<file path="config.mk">
export PLATFORM = sky130hd
export DESIGN_NAME = puzzle_move_ctrl_flat
export DESIGN_NICKNAME = d
export VERILOG_FILES = /design/src/rtl/puzzle_move_ctrl_if.sv /design/src/rtl/puzzle_move_ctrl.sv /design/src/flat_wrapper.sv
export SDC_FILE = /design/constraint.sdc
export NUM_CORES = 1
export LEC_CHECK = 0
export ABC_AREA = 1
export CAP_MARGIN = 10
export CELL_PAD_IN_SITES_DETAIL_PLACEMENT = 1
export CELL_PAD_IN_SITES_GLOBAL_PLACEMENT = 2
export CORE_MARGIN = 3
export CORE_UTILIZATION = 33
export CTS_CLUSTER_DIAMETER = 60
export DETAILED_ROUTE_END_ITERATION = 10
export GPL_TIMING_DRIVEN = 1
export PLACE_DENSITY = 0.83
export SETUP_SLACK_MARGIN = 0.02
export SLEW_MARGIN = 20
export SYNTH_ARGS = -nofsm -noshare
export SYNTH_HDL_FRONTEND = slang
export SYNTH_SLANG_ARGS = --single-unit
</file>
<file path="constraint.sdc">
create_clock -name clk -period 7.85 [get_ports clk]
set_clock_uncertainty 0.1 [all_clocks]
set_input_delay 1.57 -clock clk [delete_from_list [all_inputs] [get_ports clk]]
set_output_delay 1.57 -clock clk [all_outputs]
set_load 0.05 [all_outputs]
</file>
<file path="src/rtl/puzzle_move_ctrl_if.sv">
// Command and register-file bus between the move sequencer and its neighbours.
// The master side is the sequencer; the slave side is the command source and the board register file.
interface puzzle_move_ctrl_if;
  logic        mv_valid;
  logic [1:0]  mv_dir;
  logic        mv_ready;
  logic [3:0]  rf_src0;
  logic [3:0]  rf_src1;
  logic [17:0] rf_data0;
  logic [17:0] rf_data1;
  logic        rf_we;
  logic [3:0]  rf_dst;
  logic [17:0] rf_wdata;
  logic        done;
  logic        illegal;
  logic        solved;

  modport master (
    input  mv_valid, mv_dir, rf_data0, rf_data1,
    output mv_ready, rf_src0, rf_src1, rf_we, rf_dst, rf_wdata, done, illegal, solved
  );

  modport slave (
    output mv_valid, mv_dir, rf_data0, rf_data1,
    input  mv_ready, rf_src0, rf_src1, rf_we, rf_dst, rf_wdata, done, illegal, solved
  );
endinterface

</file>
<file path="src/rtl/puzzle_move_ctrl.sv">
// Move sequencer for the 2x3 sliding puzzle: reads board/count/log, checks the move
// against the blank cell, and writes back board, saturating count and 2-bit direction log.
module puzzle_move_ctrl (
  input  logic                clk,
  input  logic                rst,
  puzzle_move_ctrl_if.master  bus
);

  localparam int unsigned BOARD_W = 18;
  localparam int unsigned CELL_W  = 3;
  localparam int unsigned NCELL   = 6;
  localparam int unsigned ADDR_W  = 4;
  localparam int unsigned ORD_W   = 16;
  localparam logic [BOARD_W-1:0] SOLVED_BOARD = 18'h0A728;
  localparam logic [BOARD_W-1:0] CNT_MAX      = 18'h3FFFF;
  localparam logic [ADDR_W-1:0]  REG_BOARD    = 4'd0;
  localparam logic [ADDR_W-1:0]  REG_CNT      = 4'd1;
  localparam logic [ADDR_W-1:0]  REG_ORD      = 4'd2;

  typedef enum logic [2:0] {
    S_IDLE, S_RD0, S_RD1, S_CALC, S_WB, S_WC, S_WO, S_DONE
  } state_t;

  state_t              r_state;
  logic [1:0]          r_dir;
  logic [BOARD_W-1:0]  r_board;
  logic [BOARD_W-1:0]  r_cnt;
  logic [ORD_W-1:0]    r_ord;
  logic [2:0]          r_pos;
  logic                r_found;
  logic                r_ready;
  logic [ADDR_W-1:0]   r_src0;
  logic [ADDR_W-1:0]   r_src1;
  logic                r_we;
  logic [ADDR_W-1:0]   r_dst;
  logic [BOARD_W-1:0]  r_wdata;
  logic                r_done;
  logic                r_illegal;
  logic                r_solved;

  logic [2:0]          w_pos;
  logic                w_found;
  logic                w_legal;
  logic [2:0]          w_partner;
  logic [BOARD_W-1:0]  w_new_board;
  logic [BOARD_W-1:0]  w_cnt_inc;

  // Cell 0 occupies the top bits of the board word.
  function automatic logic [CELL_W-1:0] cell_get(input logic [BOARD_W-1:0] b,
                                                 input int unsigned idx);
    int unsigned sh;
    sh = (NCELL - 1 - idx) * CELL_W;
    return CELL_W'(b >> sh);
  endfunction

  function automatic logic [BOARD_W-1:0] cell_set(input logic [BOARD_W-1:0] b,
                                                  input int unsigned idx,
                                                  input logic [CELL_W-1:0] v);
    int unsigned sh;
    sh = (NCELL - 1 - idx) * CELL_W;
    return (b & ~(BOARD_W'(3'b111) << sh)) | (BOARD_W'(v) << sh);
  endfunction

  // Lowest-index blank cell of the latched board.
  always_comb begin
    w_pos   = 3'd0;
    w_found = 1'b0;
    for (int unsigned i = 0; i < NCELL; i++) begin
      if (!w_found && cell_get(r_board, i) == 3'd0) begin
        w_found = 1'b1;
        w_pos   = 3'(i);
      end
    end
  end

  // Legality and swap partner for the latched direction.
  always_comb begin
    w_legal   = 1'b0;
    w_partner = 3'd0;
    case (r_dir)
      2'd0: begin w_legal = (r_pos >= 3'd3);                     w_partner = r_pos - 3'd3; end
      2'd1: begin w_legal = (r_pos <= 3'd2);                     w_partner = r_pos + 3'd3; end
      2'd2: begin w_legal = (r_pos != 3'd0) && (r_pos != 3'd3);  w_partner = r_pos - 3'd1; end
      default: begin w_legal = (r_pos != 3'd2) && (r_pos != 3'd5); w_partner = r_pos + 3'd1; end
    endcase
    w_legal = w_legal && r_found;
  end

  always_comb begin
    w_new_board = cell_set(r_board, 32'(r_pos), cell_get(r_board, 32'(w_partner)));
    w_new_board = cell_set(w_new_board, 32'(w_partner), cell_get(r_board, 32'(r_pos)));
  end

  assign w_cnt_inc = (r_cnt == CNT_MAX) ? r_cnt : r_cnt + 18'd1;

  always_ff @(posedge clk) begin
    if (rst) begin
      r_state   <= S_IDLE;
      r_dir     <= 2'd0;
      r_board   <= '0;
      r_cnt     <= '0;
      r_ord     <= '0;
      r_pos     <= 3'd0;
      r_found   <= 1'b0;
      r_ready   <= 1'b0;
      r_src0    <= '0;
      r_src1    <= '0;
      r_we      <= 1'b0;
      r_dst     <= '0;
      r_wdata   <= '0;
      r_done    <= 1'b0;
      r_illegal <= 1'b0;
      r_solved  <= 1'b0;
    end else begin
      r_ready   <= 1'b0;
      r_src0    <= '0;
      r_src1    <= '0;
      r_we      <= 1'b0;
      r_dst     <= '0;
      r_wdata   <= '0;
      r_done    <= 1'b0;
      r_illegal <= 1'b0;
      case (r_state)
        S_IDLE: begin
          if (r_ready && bus.mv_valid) begin
            r_dir   <= bus.mv_dir;
            r_src0  <= REG_BOARD;
            r_src1  <= REG_CNT;
            r_state <= S_RD0;
          end else begin
            r_ready <= 1'b1;
          end
        end
        S_RD0: begin
          r_board <= bus.rf_data0;
          r_cnt   <= bus.rf_data1;
          r_src0  <= REG_ORD;
          r_state <= S_RD1;
        end
        S_RD1: begin
          r_ord   <= bus.rf_data0[ORD_W-1:0];
          r_pos   <= w_pos;
          r_found <= w_found;
          r_state <= S_CALC;
        end
        S_CALC: begin
          if (w_legal) begin
            r_solved <= (w_new_board == SOLVED_BOARD);
            r_we     <= 1'b1;
            r_dst    <= REG_BOARD;
            r_wdata  <= w_new_board;
            r_state  <= S_WB;
          end else begin
            r_solved  <= (r_board == SOLVED_BOARD);
            r_done    <= 1'b1;
            r_illegal <= 1'b1;
            r_state   <= S_DONE;
          end
        end
        S_WB: begin
          r_we    <= 1'b1;
          r_dst   <= REG_CNT;
          r_wdata <= w_cnt_inc;
          r_state <= S_WC;
        end
        S_WC: begin
          r_we    <= 1'b1;
          r_dst   <= REG_ORD;
          r_wdata <= {r_ord, r_dir};
          r_state <= S_WO;
        end
        S_WO: begin
          r_done  <= 1'b1;
          r_state <= S_DONE;
        end
        S_DONE: begin
          r_ready <= 1'b1;
          r_state <= S_IDLE;
        end
        default: r_state <= S_IDLE;
      endcase
    end
  end

  assign bus.mv_ready = r_ready;
  assign bus.rf_src0  = r_src0;
  assign bus.rf_src1  = r_src1;
  assign bus.rf_we    = r_we;
  assign bus.rf_dst   = r_dst;
  assign bus.rf_wdata = r_wdata;
  assign bus.done     = r_done;
  assign bus.illegal  = r_illegal;
  assign bus.solved   = r_solved;

endmodule

</file>
<file path="src/flat_wrapper.sv">
// flat-port wrapper written by rule: the top's interface ports become plain ports
module puzzle_move_ctrl_flat 
  (clk, rst, bus_mv_valid, bus_mv_dir, bus_rf_data0, bus_rf_data1, bus_mv_ready, bus_rf_src0, bus_rf_src1, bus_rf_we, bus_rf_dst, bus_rf_wdata, bus_done, bus_illegal, bus_solved);
  puzzle_move_ctrl_if bus_i ();
  input  logic clk;
  input  logic rst;
  input wire logic [$bits(bus_i.mv_valid)-1:0] bus_mv_valid;
  input wire logic [$bits(bus_i.mv_dir)-1:0] bus_mv_dir;
  input wire logic [$bits(bus_i.rf_data0)-1:0] bus_rf_data0;
  input wire logic [$bits(bus_i.rf_data1)-1:0] bus_rf_data1;
  output wire logic [$bits(bus_i.mv_ready)-1:0] bus_mv_ready;
  output wire logic [$bits(bus_i.rf_src0)-1:0] bus_rf_src0;
  output wire logic [$bits(bus_i.rf_src1)-1:0] bus_rf_src1;
  output wire logic [$bits(bus_i.rf_we)-1:0] bus_rf_we;
  output wire logic [$bits(bus_i.rf_dst)-1:0] bus_rf_dst;
  output wire logic [$bits(bus_i.rf_wdata)-1:0] bus_rf_wdata;
  output wire logic [$bits(bus_i.done)-1:0] bus_done;
  output wire logic [$bits(bus_i.illegal)-1:0] bus_illegal;
  output wire logic [$bits(bus_i.solved)-1:0] bus_solved;
  assign bus_i.mv_valid = bus_mv_valid;
  assign bus_i.mv_dir = bus_mv_dir;
  assign bus_i.rf_data0 = bus_rf_data0;
  assign bus_i.rf_data1 = bus_rf_data1;
  assign bus_mv_ready = bus_i.mv_ready;
  assign bus_rf_src0 = bus_i.rf_src0;
  assign bus_rf_src1 = bus_i.rf_src1;
  assign bus_rf_we = bus_i.rf_we;
  assign bus_rf_dst = bus_i.rf_dst;
  assign bus_rf_wdata = bus_i.rf_wdata;
  assign bus_done = bus_i.done;
  assign bus_illegal = bus_i.illegal;
  assign bus_solved = bus_i.solved;
  puzzle_move_ctrl u_core (.clk(clk), .rst(rst), .bus(bus_i));
endmodule
</file>
==> flow_metrics.env <==
export IMPL_status="completed"
export IMPL_cts_buffers=9
export IMPL_dr_first_iter_drc_count=569
export IMPL_drive_gt1_share_pct=7.64
export IMPL_path_cells="inv_2, fa_1, o21ai_2, nand3_2, nand3_2, inv_2, nor2_2, nand3_1, nand2_2, nand3_1, o21ai_1, nand3_1, nand2_1, nand2_1, nand2_1, nand2_1, nor2_1, nand2_1, nand2_1, nand3_1, a21oi_2"
export IMPL_vias_per_cell=5.42
export IMPL_yosysSeqAreaShare_pct=27.1
export IMPL_crit_required_ns=8.04
export IMPL_fmax_mhz=189
export IMPL_post_cts_setup_buffers=0
export IMPL_ys_async_sr_fraction_pct=0
export IMPL_gp_congestion=0.962
export IMPL_setup_viol=0
export IMPL_grt_max_degree=59
export IMPL_worst_slew_pin_slew_ns=1.09
export IMPL_regArea_um2=1760
export IMPL_portBuffers=67
export IMPL_num_rows=50
export IMPL_syn_avg_cell_area_um2=6.22
export IMPL_cpPeakStageDelay_ns=0.74
export IMPL_fin_total_pwr_uw=3420
export IMPL_wl_per_cell_um=20.2
export IMPL_ys_seq_elements=88
export IMPL_yosysWarnings=0
export IMPL_grtUsageTotal_pct=24.7
export IMPL_cts_path_max_buffers=2
export IMPL_synth_flop_cell="dfxtp_1"
export IMPL_period_share_pct=67.3
export IMPL_cp_slowest_cell="nand3_2"
export IMPL_cp_num_buf_inv=2
export IMPL_cp_arrival_ns=5.48
export IMPL_clkTransAtPathRegs_ns=0.07
export IMPL_cpMostUsedCell="nand2_1"
export IMPL_path_max_fanout=38
export IMPL_critPathLaunchType="flop"
export IMPL_cts_max_level=3
export IMPL_crit_path_end_kind="flop"
export IMPL_grt_pass1_wl_um=41600
export IMPL_cts_tree="yes"
export IMPL_n_antenna_cell=0
export IMPL_fillers=2506
export IMPL_antenna_found_initial=0
export IMPL_min_period_ns=5.29
export IMPL_postRouteAntennaNets=0
export IMPL_synth_area_leader_cell="dfxtp_1"
export IMPL_synth_cells=1044
export IMPL_report_final_hold_viol_count=0
export IMPL_cap_violations=0
export IMPL_top_level_ports=76
export IMPL_fp_dieH_um=146
export IMPL_area_growth_pct=16.2
export IMPL_start_util_pct=34.2
export IMPL_min_path_type="reg -> reg"
export IMPL_ctsHoldBuffers=0
export IMPL_die_area_um2=21400
export IMPL_core_region_area_um2=19000
export IMPL_vias=7225
export IMPL_tns_ns=0
export IMPL_ir_drop_v=0.000162
export IMPL_multi_input_area_um2=4000
export IMPL_cts_sinks=88
export IMPL_synth_top_area_share_pct=27.1
export IMPL_relSlewSlack_pct=27.1
export IMPL_drc=0
export IMPL_die_w_um=146
export IMPL_final_nets=1127
export IMPL_grt_setup_unrepaired="false"
export IMPL_path_delay_family="simple AND/OR/NAND/NOR gates"
export IMPL_hpwl_um=20800
export IMPL_yosys_top_cells_count="nand2_1, o21ai_0, nand3_1"
export IMPL_slew_violations=0
export IMPL_leakage_uw=0.00304
export IMPL_netlist_top_cells_area="dfxtp_1, nand2_1, o21ai_0"
export IMPL_crit_type="reg -> reg"
export IMPL_synthesis_area_um2=6490
export IMPL_drtPass1Iterations=5
export IMPL_wirelength_um=27000
export IMPL_synth_most_common_cell="nand2_1"
export IMPL_synth_edff_count=0
export IMPL_cts_resized=0
export IMPL_clkLatencyLatePin_ns=0.35
export IMPL_grt_overflow_total=0
export IMPL_cts_root_buffer="clkbuf_16"
export IMPL_powerDensity_nw_per_um2=453
export IMPL_netlist_cell_type_count=50
export IMPL_grt_pass1_vias=7212
==> per-stage QoR <==
| step | instances | hold WS, ns | setup WS, ns | instance area [um2] | utilization (%) |
|---|---|---|---|---|---|
| 3_5_place_dp | 1318 | 0.365 | 2.59 | 7220 | 38.0 |
| 5_1_grt | 1334 | 0.404 | 2.10 | 7540 | 39.7 |
| 3_3_place_gp | 1318 | 0.359 | 2.68 | 7220 | 38.0 |
| 2_1_floorplan | 1051 | 0.338 | 3.83 | 6520 | - |
| 4_1_cts | 1334 | 0.370 | 2.57 | 7540 | 39.7 |
| 6_report | 1334 | 0.374 | 2.56 | 7540 | 39.7 |
==> power breakdown <==
part           internal, uW  leakage [uW]  switching [uW]
combinational           601       0.00216            1590
sequential              575      0.000718             177
clock                   280      0.000159             192
total                  1460       0.00304            1960
==> kinds of logic after synthesis <==
| group | share of synthesized area, % |
|---|---|
| other cells | 0.0577 |
| xor+xnor | 0.520 |
| simple gates | 35.7 |
| compound gates | 21.3 |
| fa+ha+maj | 3.39 |
| buf+inv | 11.9 |
| flops | 27.1 |
==> path summary, 6_finish.rpt <==
path / to / slack [ns] / from / depth (start not counted)
max: u_core.bus.solved / 2.56 / u_core.r_pos[0] / 21
min: u_core.r_cnt[8] / 0.37 / u_core.r_cnt[8] / 2
max reg2reg: u_core.bus.solved / 2.56 / u_core.r_pos[0] / 21
min reg2reg: u_core.r_cnt[8] / 0.37 / u_core.r_cnt[8] / 2
==> registers in the layout (all words and copies together) (netlist names) <==
register and flops:
u_core.r_found 1, u_core.bus.rf_wdata 18, u_core.bus.illegal 1, u_core.bus.rf_src1 1, u_core.bus.rf_we 1, u_core.bus.mv_ready 1, u_core.r_state 3, u_core.r_board 18
u_core.bus.rf_src0 1, u_core.bus.done 1, u_core.r_ord 16, u_core.r_dir 2, u_core.r_pos 3, u_core.bus.rf_dst 2, u_core.bus.solved 1, u_core.r_cnt 18
==> cell usage in the layout (no fill, tap or decap), types with 2 or more instances in the layout <==
cell             synthesis  final
dfxtp_1                 88     87
inv_2                   12     12
o31ai_1                  3      3
a211oi_1                 3      3
nand2_2                  7      8
nand3_2                 18     19
o21ai_0                115    115
conb_1                   1      8
o21ai_2                  2      2
ha_1                    16     16
a21oi_2                  2      2
nor2_1                  96     96
clkbuf_16                0      9
or2_2                    2      2
inv_1                   96     96
clkdlybuf4s50_1          0     67
nand2_1                227    226
o21ai_1                  8      8
nor4_1                   4      4
a21oi_1                 78     78
nor3_1                  15     14
nand3_1                103    102
nor2_2                   5      5
a22oi_1                  6      6
bufinv_16                0      2
a31oi_1                 11     11
nand4_1                 22     22
o211ai_1                 8      8
buf_4                   13      8
a32oi_1                  6      6
xor2_1                   2      2
clkinv_2                 0      2
nand4_2                  2      2
o21a_1                   2      2
clkinv_4                 0      3
a221oi_1                 2      2
==> layer usage <==
| layer | track usage, % | wire length [um] | up-vias |
|---|---|---|---|
| li1 | - | - | 3527 |
| met4 | 6.49 | 632 | 0 |
| met5 | 0 | 0 | - |
| met3 | 4.10 | 1480 | 40 |
| met1 | 35.3 | 12900 | 3461 |
| met2 | 38.6 | 12000 | 197 |
==> worst min-delay path, delay by kind of cell (launching register included) <==
family          cells  cell delay, ns
compound gates      1            0.05
buf+inv             1            0.06
flops               1            0.31
==> layout make-up <==
type	instances	area share (%)
Sequential cell	88	23.4
Inverter	108	5.37
Timing Repair Buffer	75	9.68
Tap cell	260	4.31
Clock inverter	7	1.28
Clock buffer	9	2.99
Multi-Input combinational cell	787	53.0
No activity file was read; power rests on OpenSTA's default activity.
